==> src/rtl/fifo_wr_arb_pkg.sv <==
// Shared state encoding and width helpers for the fifo_wr_arb write arbiter.
package fifo_wr_arb_pkg;

   typedef enum logic {
      ST_IDLE = 1'b0,
      ST_XFER = 1'b1
   } state_t;

   // Ceiling log2, usable in parameter expressions; clog2(1) = 0.
   function automatic int clog2(input int value);
      int result;
      result = 0;
      while ((1 << result) < value) result++;
      return result;
   endfunction

   function automatic int grant_width(input int nreq);
      return (clog2(nreq) < 1) ? 1 : clog2(nreq);
   endfunction

endpackage

==> src/rtl/fifo_wr_arb_rr_pick.sv <==
// Combinational round-robin picker: first set request strictly after 'last', wrapping.
module fifo_wr_arb_rr_pick
   import fifo_wr_arb_pkg::*;
#(
   parameter int NREQ = 4,
   parameter int GW   = grant_width(NREQ)
) (
   input  logic [NREQ-1:0] req,
   input  logic [GW-1:0]   last,
   output logic            any,
   output logic [GW-1:0]   idx
);
   localparam int SW = GW + 2;

   logic [SW-1:0]   w_start;
   logic [SW-1:0]   w_off;
   logic [SW-1:0]   w_sum;
   logic [NREQ-1:0] w_rot;

   // Shifting the doubled vector puts requester last+1 at bit 0.
   assign w_start = SW'(last) + SW'(1);
   assign w_rot   = NREQ'({req, req} >> w_start);
   assign any     = |req;

   // NOTE: give every always_comb output a default first so no latch is inferred.
   always_comb begin
      w_off = '0;
      for (int j = NREQ - 1; j >= 0; j--) begin
         if (w_rot[j]) w_off = SW'(j);
      end
   end

   assign w_sum = w_start + w_off;
   assign idx   = (w_sum >= SW'(NREQ)) ? GW'(w_sum - SW'(NREQ)) : GW'(w_sum);

endmodule

==> src/rtl/fifo_wr_arb.sv <==
// Packet-locked round-robin arbiter sharing one fifo_sync write port among NREQ requesters.
module fifo_wr_arb
   import fifo_wr_arb_pkg::*;
#(
   parameter int  NREQ      = 4,
   parameter int  DSIZE     = 8,
   parameter int  ASIZE     = 4,
   parameter int  MIN_SPACE = 1,
   localparam int GW        = grant_width(NREQ)
) (
   input  logic                  clk,
   input  logic                  rst_n,
   input  logic [NREQ-1:0]       s_valid,
   input  logic [NREQ*DSIZE-1:0] s_data,
   input  logic [NREQ-1:0]       s_last,
   output logic [NREQ-1:0]       s_ready,
   output logic [DSIZE-1:0]      fifo_din,
   output logic                  fifo_wr_en,
   input  logic                  fifo_full,
   input  logic [ASIZE:0]        fifo_wr_count,
   output logic [GW-1:0]         grant_id,
   output logic                  busy
);
   localparam logic [ASIZE:0] DEPTH    = (ASIZE + 1)'(2 ** ASIZE);
   localparam logic [ASIZE:0] MIN_FREE = (ASIZE + 1)'(MIN_SPACE);

   state_t          r_state;
   state_t          w_state_nxt;
   logic [GW-1:0]   r_grant;
   logic [GW-1:0]   r_last;
   logic [GW-1:0]   w_grant_nxt;
   logic [GW-1:0]   w_last_nxt;
   logic [ASIZE:0]  w_free;
   logic            w_space_ok;
   logic            w_pick_any;
   logic [GW-1:0]   w_pick_idx;

   assign w_free     = DEPTH - fifo_wr_count;
   assign w_space_ok = (w_free >= MIN_FREE);

   fifo_wr_arb_rr_pick #(
      .NREQ (NREQ),
      .GW   (GW)
   ) u_rr_pick (
      .req  (s_valid),
      .last (r_last),
      .any  (w_pick_any),
      .idx  (w_pick_idx)
   );

   // NOTE: non-blocking assignments so every register samples pre-edge values.
   always_ff @(posedge clk or negedge rst_n) begin
      if (!rst_n) begin
         r_state <= ST_IDLE;
         r_grant <= '0;
         r_last  <= GW'(NREQ - 1);
      end else begin
         r_state <= w_state_nxt;
         r_grant <= w_grant_nxt;
         r_last  <= w_last_nxt;
      end
   end

   // Handshake outputs depend only on registered state plus fifo_full, never on s_valid.
   always_comb begin
      w_state_nxt = r_state;
      w_grant_nxt = r_grant;
      w_last_nxt  = r_last;
      s_ready     = '0;
      fifo_wr_en  = 1'b0;
      fifo_din    = s_data[r_grant*DSIZE +: DSIZE];
      case (r_state)
         ST_IDLE: begin
            if (w_pick_any && w_space_ok) begin
               w_grant_nxt = w_pick_idx;
               w_last_nxt  = w_pick_idx;
               w_state_nxt = ST_XFER;
            end
         end
         ST_XFER: begin
            s_ready[r_grant] = ~fifo_full;
            fifo_wr_en       = s_valid[r_grant] & ~fifo_full;
            if (fifo_wr_en && s_last[r_grant]) w_state_nxt = ST_IDLE;
         end
         default: w_state_nxt = ST_IDLE;
      endcase
   end

   assign grant_id = r_grant;
   assign busy     = (r_state == ST_XFER);

endmodule

==> config.mk <==
export PLATFORM = sky130hd
export DESIGN_NAME = fifo_wr_arb
export DESIGN_NICKNAME = d
export VERILOG_FILES = /design/src/rtl/fifo_wr_arb_pkg.sv /design/src/rtl/fifo_wr_arb_rr_pick.sv /design/src/rtl/fifo_wr_arb.sv
export SDC_FILE = /design/constraint.sdc
export NUM_CORES = 1
export LEC_CHECK = 0
export CORE_ASPECT_RATIO = 0.5
export CORE_UTILIZATION = 25
export CTS_CLUSTER_SIZE = 30
export DETAILED_ROUTE_END_ITERATION = 10
export PLACE_DENSITY_LB_ADDON = 0.12
export SKIP_CTS_REPAIR_TIMING = 1
export SYNTH_ARGS = -nofsm -noshare
export SYNTH_HDL_FRONTEND = slang
export SYNTH_HIERARCHICAL = 1
export SYNTH_SLANG_ARGS = --single-unit
==> constraint.sdc <==
create_clock -name clk -period 1.95 [get_ports clk]
set_input_delay 0.2925 -clock clk [delete_from_list [all_inputs] [get_ports clk]]
set_output_delay 0.2925 -clock clk [all_outputs]
set_load 0.03 [all_outputs]
==> impl_metrics.csv, run 1 <==
group,metric,value,unit
cts,htree_num_levels,1,
worst_setup_path,cp_common_cell,"xnor2_1",
logic_synthesis,ys_warn_count,6,
sta,worst_slew_pin_slew,421,ps
finish,layout-drive-gt1-share,30.7,%
die,num_rows,13,
worst_setup_path,endpoint_kind,"register",
routing,drt_iter0_drc,10,
die,die_area,0.00322,sq mm
cts,tritoncts,"done",
grt,grt_antenna_before_repair,0,
logic_synthesis,synth_cells,75,
logic_synthesis,syn_area,746,sq um
grt,overflow,0,
worst_setup_path,worst_ep_required_time,2050,ps
logic_synthesis,syn-mean-instance-area,9.94,sq um
logic_synthesis,ys_types,35,
worst_setup_path,crit_fanout,5,
power_and_ir_drop,power,1.94,mW
die,die_w,79.2,um
logic_synthesis,synth-seq-cells,5,
sta,finalCriticalPeriod,1900,ps
routing,drc_errors,0,
power_and_ir_drop,peakVddDrop,0.000638,V
worst_setup_path,reg2regPathDepth,7,
sta,setup_violations,0,
finish,diodes,0,
finish,final_nets,202,
die,core,0.00272,sq mm
placement,finalWeightedCongestion,0.684,
run_status,status,"finished, final reports clean",
logic_synthesis,yosysSeqAreaShare,17.1,%
routing,wl,2410,um
power_and_ir_drop,cellPowerDensity,1210,mW/mm^2
routing,drt_first_pass_iters,3,
logic_synthesis,ys.flop_type,"dfrtp_1",
finish,area_growth,115,%
cts,cts_buffer_depth,2,
min_path,min_path_type,"in -> async",
worst_setup_path,path_class,"reg -> reg",
placement,hpwlAfterDp,2010,um
grt,grt_pass1_vias,829,
cts,root_buffer,"clkbuf_8",
routing,vias,876,
routing,ant_nets,0,
worst_setup_path,crit_slowest_cell,"dfstp_2",
worst_setup_path,cp.arrival,2000,ps
cts,clk_latency,220,ps
die,ios,64,
sta,fmax,0.526,GHz
sta,drv_slew,0,
run,cap_violations,0,
finish,final_util,59.1,%
cts,clkSlewWorstSetupHoldPaths,40,ps
placement,portBuffers,63,
logic_synthesis,synth-async-reset-ratio,100,%
sta,finalCritPeriodShare,97.5,%
logic_synthesis,synth_enable_flop_cells,0,
routing,via_per_inst,4.68,
grt,grt_start_max_net_pins,12,
worst_setup_path,cpPeakStageDelay,560,ps
worst_setup_path,crit_path_cell_trace,"or2b_1 -> o221ai_2 -> o21ai_1 -> ha_2 -> xnor2_1 -> xnor2_1 -> mux2_2",
grt,grt_pass1_wl,3680,um
worst_setup_path,critPathLaunchType,"register",
cts,clock-sinks,5,
logic_synthesis,syn_nets,126,
routing,post_drt_wl_per_cell,12.9,um
die,die_height,40.6,um
sta,relSlewSlack,71.9,%
sta,rsz0062_at_grt,"true",
die,start_util,27.5,%
sta,hold_viol,0,
grt,track_usage,15.1,%
sta,timing.hold.ws,298,ps
cts,numCtsBuffers,3,
power_and_ir_drop,power_leakage,0.724,nW
sta,fin_skew,1.65,ps
-- layout by cell type, fill, tap and decap left out, drive strengths merged, types with 2 or more instances in the layout --
master,n
clkdlybuf4s50,46
xnor2,2
dlymetal6s2s,11
mux2,4
a211oi,2
mux4,8
nor3,5
o21ai,2
dfstp,2
ha,3
nand4,2
dfrtp,3
clkbuf,4
nor2b,4
a21oi,2
inv,8
buf,19
a32oi,2
nand2,2
nor3b,4
-- worst max-delay path, delay by kind of cell, from the launching register on --
| family | cells | cell delay [ps] |
|---|---|---|
| DFF | 1 | 560 |
| and+or+nand+nor | 1 | 270 |
| xor gates and xnor gates | 2 | 260 |
| muxes | 1 | 260 |
| AOI/OAI and AO/OA | 2 | 250 |
| adders and majority gates | 1 | 180 |
-- through the flow --
| step | area [sq um] | worst slack [ps] | std cells | setup TNS (ps) |
|---|---|---|---|---|
| 3_5_place_dp | 1510 | -263 | 183 | -1720 |
| 6_report | 1600 | 49.7 | 187 | 0 |
| 3_3_place_gp | 1510 | -224 | 183 | -1490 |
| 2_1_floorplan | 761 | 7.33 | 75 | 0 |
| 4_1_cts | 1550 | -203 | 187 | -1590 |
| 5_1_grt | 1600 | -91.3 | 187 | -145 |
-- registers in the layout (all words and copies together), names as in the netlist --
signal    flops
busy          1
grant_id      2
r_last        2
-- cell usage after synthesis, types with 2 or more instances --
cell type	instances	area share, %
inv_1	8	4.0
mux4_2	8	24
nor3_1	5	3.4
buf_2	4	2.7
mux2_2	4	6.0
nor2b_1	4	3.4
nor3b_1	4	4.0
dfrtp_1	3	10
ha_1	3	5.0
a211oi_1	2	2.0
a21oi_1	2	1.3
a32oi_1	2	2.3
dfstp_2	2	7.0
nand2_1	2	1.0
xnor2_1	2	2.3
-- per-layer routing --
metal | global-route usage (%) | part of all wire (%) | vias up
met5 | 0 | 0 | -
met4 | 0 | 0 | 0
met3 | 4.22 | 8.3 | 0
met2 | 28.7 | 44 | 35
met1 | 18.8 | 47 | 397
li1 | - | - | 444
-- final timing paths --
kind,startpoint,endpoint,slack (ps)
setup / recovery,r_last[1]$_DFFE_PN1P_,grant_id[1]$_DFFE_PN0P_,50
min in group clk,busy$_DFF_PN0_,busy$_DFF_PN0_,640
max in group asynchronous,rst_n,r_last[0]$_DFFE_PN1P_,1400
setup reg to reg,r_last[1]$_DFFE_PN1P_,grant_id[1]$_DFFE_PN0P_,50
hold reg to reg,busy$_DFF_PN0_,busy$_DFF_PN0_,640
hold / removal,rst_n,grant_id[0]$_DFFE_PN0P_,300
-- cell families (layout without fill, tap and decap cells) --
family / Yosys count / in the layout / share of synthesized area (%)
buffers and inverters: 13 / 88 / 7.21
muxes: 13 / 13 / 31.5
DFF: 5 / 5 / 17.1
and+or+nand+nor: 24 / 24 / 21.3
adders and majority gates: 3 / 3 / 5.03
AOI/OAI and AO/OA: 15 / 15 / 15.4
xor gates and xnor gates: 2 / 2 / 2.35
-- power by group --
group	internal, mW	switching, mW
Clock	0.140	0.0468
Combinational	0.782	0.694
Sequential	0.176	0.0975
Total	1.10	0.838
-- cell type report --
class	instances	area (sq um)
tap	37	46.3
sequential	5	128
fill	230	1110
timing repair buffer	76	753
inverter	8	30.0
clock buffer	4	45.0
multi-input combinational	57	602
No activity file was read; power rests on OpenSTA's default activity.
==> inputs of run 2 (changes only) <==
--- a/config.mk
+++ b/config.mk
@@ -10,6 +10,7 @@
 export CTS_CLUSTER_SIZE = 30
 export DETAILED_ROUTE_END_ITERATION = 10
 export PLACE_DENSITY_LB_ADDON = 0.12
+export REMOVE_ABC_BUFFERS = 1
 export SKIP_CTS_REPAIR_TIMING = 1
 export SYNTH_ARGS = -nofsm -noshare
 export SYNTH_HDL_FRONTEND = slang
==> impl_metrics.csv, run 2 (same netlist as run 1, synthesis figures left out) <==
group,metric,value,unit
run_status,status,"finished, final reports clean",
power_and_ir_drop,power,1.90,mW
grt,grt_pass1_wl,3510,um
worst_setup_path,critPathLaunchType,"register",
run,cap_violations,0,
routing,ant_nets,0,
finish,diodes,0,
cts,tritoncts,"done",
sta,finalCriticalPeriod,1870,ps
finish,mostFrequentLayoutCells,"47 x clkdlybuf4s50_1, 19 x buf_4, 11 x dlymetal6s2s_1",
worst_setup_path,r2r-end,"grant_id[1]$_DFFE_PN0P_",
cts,clkSlewWorstSetupHoldPaths,40,ps
routing,drt_first_pass_iters,3,
worst_setup_path,path_class,"reg -> out",
worst_setup_path,cp.arrival,1580,ps
routing,wl,2480,um
placement,hpwlAfterDp,2070,um
routing,drc_errors,0,
placement,portBuffers,63,
worst_setup_path,worst_ep_required_time,1660,ps
routing,vias,903,
routing,via_per_inst,4.80,
sta,rsz0062_at_grt,"false",
worst_setup_path,cp-startpoint,"grant_id[0]$_DFFE_PN0P_",
finish,final-seq-area,128,sq um
finish,area_growth,113,%
cts,htree_num_levels,1,
sta,fmax,0.534,GHz
sta,worst_slew_pin_slew,347,ps
sta,fin_setup_tns,0,ps
sta,hold_viol,0,
cts,clock-sinks,5,
sta,setup_violations,0,
min_path,min_path_type,"in -> async",
die,die_w,79.2,um
power_and_ir_drop,power_leakage,0.720,nW
die,core,0.00272,sq mm
power_and_ir_drop,cellPowerDensity,1200,mW/mm^2
grt,grt_antenna_before_repair,0,
finish,final_nets,203,
sta,drv_slew,0,
cts,root_buffer,"clkbuf_8",
sta,fin_skew,0.277,ps
cts,clk_latency,220,ps
sta,finalCritPeriodShare,96.1,%
worst_setup_path,crit_fanout,10,
worst_setup_path,worstReg2RegStart,"r_last[1]$_DFFE_PN1P_",
worst_setup_path,reg2regPathDepth,7,
finish,final_util,58.4,%
worst_setup_path,endpoint_kind,"primary output",
grt,grt_start_max_net_pins,13,
finish,final_common_cell,"clkdlybuf4s50_1",
grt,overflow,0,
placement,finalWeightedCongestion,0.744,
die,ios,64,
finish,layout-drive-gt1-share,28.5,%
routing,drt_iter0_drc,8,
die,num_rows,13,
finish,multi_input_area,587,sq um
routing,post_drt_wl_per_cell,13.2,um
die,die_area,0.00322,sq mm
finish,nFillCells,263,
sta,timing.hold.ws,295,ps
die,start_util,27.5,%
power_and_ir_drop,peakVddDrop,0.000473,V
worst_setup_path,r2r_setup_slack,110,ps
die,die_height,40.6,um
sta,relSlewSlack,76.8,%
grt,track_usage,14.9,%
cts,cts_buffer_depth,2,
cts,numCtsBuffers,3,
grt,grt_pass1_vias,798,
run 2: cell types whose count changed in the layout (fill, tap and decap cells not counted), sizes merged:
cell,previous run,this run
clkdlybuf4s50,46,47
run 2: metal layers:
layer  wire, um  share of wire [%]  vias up  track usage [%]
li1           -                  -      448                -
met1       1170                 47      416             17.9
met2       1110                 45       39             28.4
met3        204                8.2        0             5.11
met4          0                  0        0                0
met5          0                  0        -                0
run 2: stage by stage:
step           instance area, sq um  instances  worst slack, ps
5_1_grt                        1590        188             7.35
3_3_place_gp                   1490        184             -225
6_report                       1590        188             76.5
3_5_place_dp                   1490        184             -253
2_1_floorplan                   722         70             -207
4_1_cts                        1540        188             -213
run 2: power breakdown:
group | internal, mW | switching, mW
clock network | 0.141 | 0.0568
registers | 0.177 | 0.0577
logic | 0.753 | 0.715
run 2: worst max-delay path: stages (launching register included):
cell,delay (ps)
dfrtp_1,370
buf_4,160
buf_4,160
nor2b_1,150
a21oi_1,60
a211oi_1,250
buf_4,200
run 2: layout make-up:
| class | instances | area share (%) |
|---|---|---|
| clock buffer | 4 | 2.84 |
| timing repair buffer | 77 | 47.3 |
| multi-input combinational | 57 | 37.0 |
| inverter | 8 | 1.89 |
| sequential | 5 | 8.04 |
| tap | 37 | 2.92 |
run 2: how the worst max path moves through the flow:
stage | end | slack (ps) | depth (start not counted)
final | fifo_wr_en | 80 | 6
after global routing | grant_id[1]$_DFFE_PN0P_ | 7 | 7
after CTS | fifo_din[4] | -210 | 3
after detailed placement | grant_id[1]$_DFFE_PN0P_ | -250 | 7
after global placement | grant_id[1]$_DFFE_PN0P_ | -230 | 9
after floorplan | fifo_wr_en | -210 | 2
